===== src/rtl/rgb_pwm_test_top.sv =====
`default_nettype none
// +--------------------------------------------------------------------------+
// | Module      : rgb_pwm_test_top                                           |
// | Description : IO test image top. Drives CHANNELS RGB LEDs with PWM       |
// |               brightness from a shared animation frame, plus one         |
// |               seven-segment digit. Modes: 00 direct, 01 auto-step,       |
// |               10 triangle breathe, 11 hold.                              |
// | Ports       : clk, async_rst (async, active-high)                        |
// |               clk_en           - advance enable for all internal state   |
// |               count_lower      - direct frame value (modes 00/10)        |
// |               invert_led_state - toggles the invert flag                 |
// |               mode             - operating mode                          |
// |               frame_out        - current frame register                  |
// |               step_strobe      - one-clk pulse on each auto-step         |
// |               digit            - registered animation segment pattern    |
// |               rgb_pwm          - PWM-gated colour, channel c at [3c+:3]  |
// | Revision    : 1.0  initial release                                       |
// +--------------------------------------------------------------------------+
module rgb_pwm_test_top #(
  parameter int CHANNELS   = 1,
  parameter int FRAME_BITS = 3,
  parameter int PWM_BITS   = 4,
  parameter int STEP_DIV   = 8
) (
  input  logic                    clk,
  input  logic                    async_rst,
  input  logic                    clk_en,
  input  logic [FRAME_BITS-1:0]   count_lower,
  input  logic                    invert_led_state,
  input  logic [1:0]              mode,
  output logic [FRAME_BITS-1:0]   frame_out,
  output logic                    step_strobe,
  output logic [6:0]              digit,
  output logic [3*CHANNELS-1:0]   rgb_pwm
);

  localparam int                  DIV_W      = (STEP_DIV > 1) ? $clog2(STEP_DIV) : 1;
  localparam logic [DIV_W-1:0]    DIV_LAST   = DIV_W'(STEP_DIV - 1);
  localparam logic [DIV_W-1:0]    DIV_ONE    = DIV_W'(1);
  localparam logic [PWM_BITS:0]   DUTY_FULL  = {1'b1, {PWM_BITS{1'b0}}};
  localparam logic [PWM_BITS:0]   DUTY_ONE   = (PWM_BITS + 1)'(1);
  localparam logic [PWM_BITS-1:0] PWM_MAX    = '1;
  localparam logic [PWM_BITS-1:0] PWM_ONE    = PWM_BITS'(1);
  localparam logic [FRAME_BITS-1:0] FRAME_ONE = FRAME_BITS'(1);

  localparam logic [1:0] MODE_DIRECT  = 2'b00;
  localparam logic [1:0] MODE_AUTO    = 2'b01;
  localparam logic [1:0] MODE_BREATHE = 2'b10;
  localparam logic [1:0] MODE_HOLD    = 2'b11;

  typedef enum logic {
    DIR_UP   = 1'b0,
    DIR_DOWN = 1'b1
  } dir_t;

  // Segment chase: a..f walk the outer ring, g lights on 6, blank on 7.
  function automatic logic [6:0] seg_anim(input logic [2:0] f);
    logic [6:0] s;
    case (f)
      3'd0:    s = 7'b000_0001;
      3'd1:    s = 7'b000_0010;
      3'd2:    s = 7'b000_0100;
      3'd3:    s = 7'b000_1000;
      3'd4:    s = 7'b001_0000;
      3'd5:    s = 7'b010_0000;
      3'd6:    s = 7'b100_0000;
      default: s = 7'b000_0000;
    endcase
    return s;
  endfunction

  logic [FRAME_BITS-1:0] frame_q,       frame_d;
  logic                  invert_q,      invert_d;
  logic [1:0]            mode_q,        mode_d;
  logic [DIV_W-1:0]      div_cnt_q,     div_cnt_d;
  logic [PWM_BITS-1:0]   pwm_cnt_q,     pwm_cnt_d;
  logic [PWM_BITS:0]     duty_q,        duty_d;
  dir_t                  dir_q,         dir_d;
  logic                  step_strobe_q, step_strobe_d;
  logic [6:0]            digit_q,       digit_d;
  logic [3*CHANNELS-1:0] rgb_q,         rgb_d;

  logic                  w_step;
  logic                  w_pwm_on;
  logic [PWM_BITS:0]     w_duty_next;
  logic [FRAME_BITS-1:0] w_col;

  always_comb begin
    frame_d       = frame_q;
    invert_d      = invert_q;
    mode_d        = mode_q;
    div_cnt_d     = div_cnt_q;
    pwm_cnt_d     = pwm_cnt_q;
    duty_d        = duty_q;
    dir_d         = dir_q;
    digit_d       = digit_q;
    step_strobe_d = 1'b0;
    w_duty_next   = duty_q;
    w_col         = '0;

    // mode_q is the mode in force for this edge; a new mode input takes
    // effect from the following clk_en, so a change and a step on the same
    // edge are resolved with the old mode.
    w_step   = (mode_q == MODE_AUTO) && (div_cnt_q == DIV_LAST);
    w_pwm_on = ({1'b0, pwm_cnt_q} < duty_q);

    rgb_d = '0;
    for (int c = 0; c < CHANNELS; c++) begin
      w_col             = frame_q + FRAME_BITS'(c);
      rgb_d[3*c +: 3]   = w_pwm_on ? w_col[2:0] : 3'b000;
    end

    if (clk_en) begin
      invert_d      = invert_q ^ invert_led_state;
      mode_d        = mode;
      pwm_cnt_d     = pwm_cnt_q + PWM_ONE;
      digit_d       = seg_anim(frame_q[2:0]);
      step_strobe_d = w_step;

      case (mode_q)
        MODE_DIRECT, MODE_BREATHE: frame_d = invert_q ? ~count_lower : count_lower;
        MODE_AUTO: begin
          if (w_step) begin
            frame_d = invert_q ? (frame_q - FRAME_ONE) : (frame_q + FRAME_ONE);
          end
        end
        default: frame_d = frame_q;
      endcase

      // Cleared outside auto mode so entry always waits a full STEP_DIV.
      if ((mode_q == MODE_AUTO) && !w_step) begin
        div_cnt_d = div_cnt_q + DIV_ONE;
      end else begin
        div_cnt_d = '0;
      end

      // Duty is full outside breathe; entering breathe restarts the ramp at
      // zero, and each PWM period wrap moves one step along the triangle.
      if (mode == MODE_BREATHE) begin
        if (mode_q == MODE_BREATHE) begin
          if (pwm_cnt_q == PWM_MAX) begin
            w_duty_next = (dir_q == DIR_UP) ? (duty_q + DUTY_ONE) : (duty_q - DUTY_ONE);
            duty_d      = w_duty_next;
            if (w_duty_next == DUTY_FULL) begin
              dir_d = DIR_DOWN;
            end else if (w_duty_next == '0) begin
              dir_d = DIR_UP;
            end
          end
        end else begin
          duty_d = '0;
          dir_d  = DIR_UP;
        end
      end else begin
        duty_d = DUTY_FULL;
        dir_d  = DIR_UP;
      end
    end
  end

  always_ff @(posedge clk or posedge async_rst) begin
    if (async_rst) begin
      frame_q       <= '0;
      invert_q      <= 1'b0;
      mode_q        <= MODE_DIRECT;
      div_cnt_q     <= '0;
      pwm_cnt_q     <= '0;
      duty_q        <= DUTY_FULL;
      dir_q         <= DIR_UP;
      step_strobe_q <= 1'b0;
      digit_q       <= '0;
      rgb_q         <= '0;
    end else begin
      frame_q       <= frame_d;
      invert_q      <= invert_d;
      mode_q        <= mode_d;
      div_cnt_q     <= div_cnt_d;
      pwm_cnt_q     <= pwm_cnt_d;
      duty_q        <= duty_d;
      dir_q         <= dir_d;
      step_strobe_q <= step_strobe_d;
      digit_q       <= digit_d;
      rgb_q         <= rgb_d;
    end
  end

  // MODE_HOLD is handled by the default branches above (everything holds).
  logic w_unused_hold;
  assign w_unused_hold = (MODE_HOLD == 2'b11);

  assign frame_out   = frame_q;
  assign step_strobe = step_strobe_q;
  assign digit       = digit_q;
  assign rgb_pwm     = rgb_q;

endmodule
`default_nettype wire


===== config.mk =====
export PLATFORM = sky130hd
export DESIGN_NAME = rgb_pwm_test_top
export DESIGN_NICKNAME = d
export VERILOG_FILES = /design/src/rtl/rgb_pwm_test_top.sv
export SDC_FILE = /design/constraint.sdc
export NUM_CORES = 1
export LEC_CHECK = 0
export CORE_MARGIN = 2
export CORE_UTILIZATION = 45
export CTS_BUF_LIST = sky130_fd_sc_hd__clkbuf_16
export DETAILED_ROUTE_END_ITERATION = 16
export PLACE_DENSITY = 0.75
export SLEW_MARGIN = 30
export SYNTH_ARGS = -nofsm -noshare
export SYNTH_HDL_FRONTEND = slang
export SYNTH_SLANG_ARGS = --single-unit

===== constraint.sdc =====
create_clock -name clk -period 2.1 [get_ports clk]
set_clock_uncertainty 0.05 [all_clocks]
set_input_delay 0.315 -clock clk [delete_from_list [all_inputs] [get_ports clk]]
set_output_delay 0.315 -clock clk [all_outputs]
set_load 0.005 [all_outputs]

* Yosys cells after proc, flatten, opt, wreduce, memory -nomap -nowiden
Cells that the tools add are included.
Operators by class: $add $sub $neg 6, magnitude comparators 1, eq/ne operators 15, mux-type cells 17, bitwise logic cells 2, reductions and logical operators 11
Operator list (count):
- $pmux W7 S7 | 1
- $mux W5 | 4
- $mux W3 | 5
- $eq A3 B3 Y1 const B | 4
- $add A3 B1 Y3 const B | 2
- $eq A3 B2 Y1 const B | 2
- $mux W1 | 6
- $pmux W3 S2 | 1
- $reduce_and A3 Y1 | 2
- $add A5 B1 Y5 const B | 1
- $eq A5 B5 Y1 const B | 1
- $logic_not A5 Y1 | 1
- $lt A4 B5 Y1 | 1
- $sub A5 B1 Y5 const B | 1
- $add A4 B1 Y4 const B | 1
- $eq A2 B2 Y1 const B | 2
- $eq A4 B4 Y1 const B | 1
- $ne A4 B2 Y1 const B | 1
- $eq A3 B1 Y1 const B | 1
- $logic_not A3 Y1 | 1
- $ne A3 B2 Y1 const B | 1
- $not A3 Y3 | 1
- $sub A3 B1 Y3 const B | 1
- $eq A2 B1 Y1 const B | 1
- 8 further kinds | 9
Storage, ports and cells: bits in registers 30, input port bits 9, output and inout port bits 14, word-level logic and storage cells 62

* Logic depth before layout (Yosys ltp)
depth in word-level cells 8, mapped depth 6, mapped depth without buffers 6

* Least setup slack after synthesis
No wires, ideal clock.
path kind register to register, start point register duty_q[0], end point register dir_q, setup time 0.137 ns, data arrival time 1.709 ns, required time 1.913 ns, path slack 0.204 ns, cell stages (with the launch flop) 6, path buffers 0, period minus slack after synthesis 1.896 ns, path through dfrtp_1 fa_1 xor2_1 a2111oi_2 o22a_1 o311ai_1
On the way: cells in the longest elaborated chain, start to end 7, elaborated cells on any way between the ends 11, classes of those cells 2 x add/sub; 2 x eq/ne; 5 x mux; 2 x reduce/logical
Ends and longest elaborated chain:
- start, declared | RTL line 77 | logic [PWM_BITS:0] duty_q, duty_d;
- start signal, assigned | RTL line 179 | duty_q <= duty_d;
- $add A5 B1 Y5 or $sub A5 B1 Y5 (tied branches) | RTL line 142 | w_duty_next = (dir_q == DIR_UP) ? (duty_q + DUTY_ONE) : (duty_q - DUTY_ONE);
- $mux W5 (*) | RTL line 142
- $eq A5 B5 Y1 | RTL line 144 | if (w_duty_next == DUTY_FULL) begin
- $mux W1 | RTL line 144
- $mux W1 | RTL line 141 | if (pwm_cnt_q == PWM_MAX) begin
- $mux W1 | RTL line 140 | if (mode_q == MODE_BREATHE) begin
- $mux W1 | RTL line 139 | if (mode == MODE_BREATHE) begin
- end signal, assigned | RTL line 180 | dir_q <= dir_d;
- end, declared | RTL line 78 | dir_t dir_q, dir_d;
Mark *: on every way between the ends. The rest lies on a longest branch, timed or not. The select of a mux whose other input is x is not followed. A chain may end at the register's enable or synchronous reset.

* Final worst setup path
Same ends and word-level chain as after synthesis.

==> flow_summary.json <==
{
  "syn-num-nets": 193,
  "ys_seq_area_share_pct": 43.2,
  "setup_tns_ns": 0,
  "avgRoutedWirePerCell_um": 14.7,
  "cp_data_required_time_ns": 2.19,
  "maxCapViolCount": 0,
  "clk_path_buf_depth": 2,
  "cts.clk_slew.worst_paths_ns": 0.05,
  "synth_area_leaders": "dfrtp_1 42%, ha_1 12%, mux2_2 3.9%, inv_1 3.7%, nand2_1 3.0%",
  "fmax_mhz": 509,
  "clk_latency_ns": 0.27,
  "tritoncts_num_sinks": 30,
  "synth_top_area_share_pct": 41.7,
  "nNetsFinal": 222,
  "cts-buffers-inserted": 5,
  "period_share_pct": 93.6,
  "grt_pass1_vias": 1354,
  "rows": 22,
  "ctsRootBufferMaster": "clkbuf_16",
  "worstMarginPinSlew_ns": 0.472,
  "dieArea_um2": 4380,
  "cp.arrival_ns": 2.05,
  "antenna_cells": 0,
  "drive_gt1_share_pct": 12.3,
  "crit_type": "flip-flop to flip-flop",
  "grt_setup_unrepaired": "false",
  "place_inst": 236,
  "grt_overflow": 0,
  "die_w_um": 66.2,
  "synthSimpleGateAreaFrac_pct": 15.4,
  "drt_wl_total_um": 3570,
  "power.density_nw_per_um2": 1110,
  "async_flop_share_pct": 100,
  "start_util_pct": 47.2,
  "worstSetupStartpointType": "flip-flop",
  "timing.final.hold_violations": 0,
  "port_buffers": 22,
  "drtAntennaViolNets": 0,
  "ys_ff_latch": 30,
  "fin_ws_ns": 0.135,
  "slowest_stage": "dfrtp_1",
  "synth_flop_cell": "dfrtp_1",
  "min_period_ns": 1.96,
  "worstHoldPathType": "input pin to asynchronous set/reset pin",
  "placed_cell_area_um2": 2030,
  "slew_headroom_pct": 68.3,
  "area_delta_synth_final_pct": 26.0,
  "crit_chain": "fa_2, xor2_1, a2111oi_2, o22a_1, o311ai_1",
  "synth_top_family_by_area": "simple AND/OR/NAND/NOR gates",
  "final_area_um2": 2190,
  "cts_tree": "yes",
  "coreArea_um2": 3690,
  "drt_iter0_drc": 82,
  "drv_slew": 0,
  "critPathMaxStageDelay_ns": 0.46,
  "synth_xor_area_share_pct": 3.52,
  "gp_congestion": 0.755,
  "hpwlAfterDp_um": 2690,
  "syn_area_um2": 1740,
  "fin_cells": 243,
  "place_ws_ns": 0.00532,
  "synth_largest_area_cell": "dfrtp_1",
  "grt_antenna_before_repair": 0,
  "die_h_um": 66.2,
  "crit_family": "compound AO/OA/AOI/OAI gates",
  "crit_buf_inv": 0,
  "cts_htree_levels": 2,
  "synth-compound-area-share_pct": 14.4,
  "ios": 23,
  "ir_worst_vdd_v": 0.000528,
  "cp-end-kind": "flip-flop",
  "synth.distinct_cells": 43,
  "vias": 1302,
  "grt_usage_pct": 19.4,
  "drc": 0,
  "leakage_uw": 0.00100,
  "synthCells": 166,
  "final_core_util_pct": 59.5,
  "ys_warn_count": 0,
  "outcome": "completed",
  "synth_edf_count": 0,
  "postSynthAreaPerCell_um2": 10.5,
  "synth_fa_ha_area_share_pct": 13.4,
  "grt_max_degree": 31,
  "hold_buffers": 0,
  "setup_viol": 0,
  "first_pass_iters": 4,
  "grt_pass1_wl_um": 6330,
  "synth_mux_area_share_pct": 5.03,
  "via_per_inst": 5.36,
  "cp_max_fo": 5
}
-- metrics by stage --
step | hold WS, ns | total power [µW]
final | 0.370 | 2430
after global routing | 0.426 | 2600
after CTS | 0.389 | 2460
after detailed placement | 0.443 | 1660
after global placement | 0.435 | 1620
after floorplan | 0.355 | 1310
-- flip-flops by register name (all words and copies together), names as in the netlist --
signal and cells:
digit 7, duty_q 5, pwm_cnt_q 4, div_cnt_q 3, frame_out 3, rgb_pwm 3
mode_q 2, dir_q 1, invert_q 1, step_strobe 1
-- synthesized netlist by cell type, types with 2 or more instances --
cell type and n:
nand4_1 2, nor2_1 7, nor4b_1 2, a21o_1 3, a21oi_1 6, inv_1 17
xor2_1 3, mux2_2 6, o2bb2ai_1 2, nand2_1 14, a22o_1 5, nor3b_1 2
dfrtp_1 29, o21ai_0 7, or3_1 2, buf_2 2, xnor2_1 4, ha_1 17
nor2b_1 3, nand2b_1 3, nand3_1 5, o21ai_1 3, mux2i_1 2
-- power by group --
part | internal [µW] | total, µW | switching, µW
Sequential | 740 | 917 | 177
Combinational | 429 | 734 | 305
Clock | 546 | 776 | 230
-- logic make-up after synthesis --
logic type      Yosys count
compound gates           35
xor+xnor                  7
fa+ha+maj                18
buf+inv                  21
flops                    30
mux                       8
simple gates             47
-- layout make-up --
class                           count  area [µm²]
Tap cell                           48        60.1
Sequential cell                    30         752
Inverter                           17        63.8
Clock inverter                      2        33.8
Fill cell                         311        1490
Multi-Input combinational cell    115         910
Timing Repair Buffer               26         250
Clock buffer                        5         125
-- worst min-delay path, cell delays in order --
cell and delay (ns):
clkdlybuf4s50_1 0.40, inv_1 0.05, buf_4 0.34
-- per-layer routing --
layer	routed length (µm)	track usage (%)	vias up
li1	-	-	643
met1	1640	23.7	632
met5	0	0	-
met2	1730	32.3	19
met4	63	6.12	0
met3	134	6.47	8
-- cell usage in the layout, fill, tap and decap left out, types with 2 or more instances in the layout --
cell	count
ha_1	17
inv_1	17
nand4_1	2
nand2_1	14
o21ai_0	7
o21ai_1	3
nand3_1	5
nor3b_1	2
mux2i_1	2
mux2_2	6
nand2b_1	3
o2bb2ai_1	2
xor2_1	3
a22o_1	5
a21oi_1	6
xnor2_1	4
a21o_1	3
buf_4	4
nor2_1	7
or3_1	2
clkdlybuf4s50_1	22
nor2b_1	3
clkbuf_16	5
dfrtp_1	29
-- timing repair --
item	CTS	global route
buffers inserted	0	0
gates resized for setup	0	2
setup endpoints to repair	0	2
-- final timing paths --
check | startpoint | end | slack [ns] | cells past startpoint
min | async_rst | digit[4] | 0.37 | 3
min reg2reg | digit[0] | digit[0] | 0.46 | 1
max reg2reg | duty_q[0] | dir_q | 0.14 | 5
max in group asynchronous | async_rst | duty_q[4] | 1.31 | 3
max | duty_q[0] | dir_q | 0.14 | 5
min in group clk | digit[0] | digit[0] | 0.46 | 1
No activity file was read; power rests on OpenSTA's default activity.
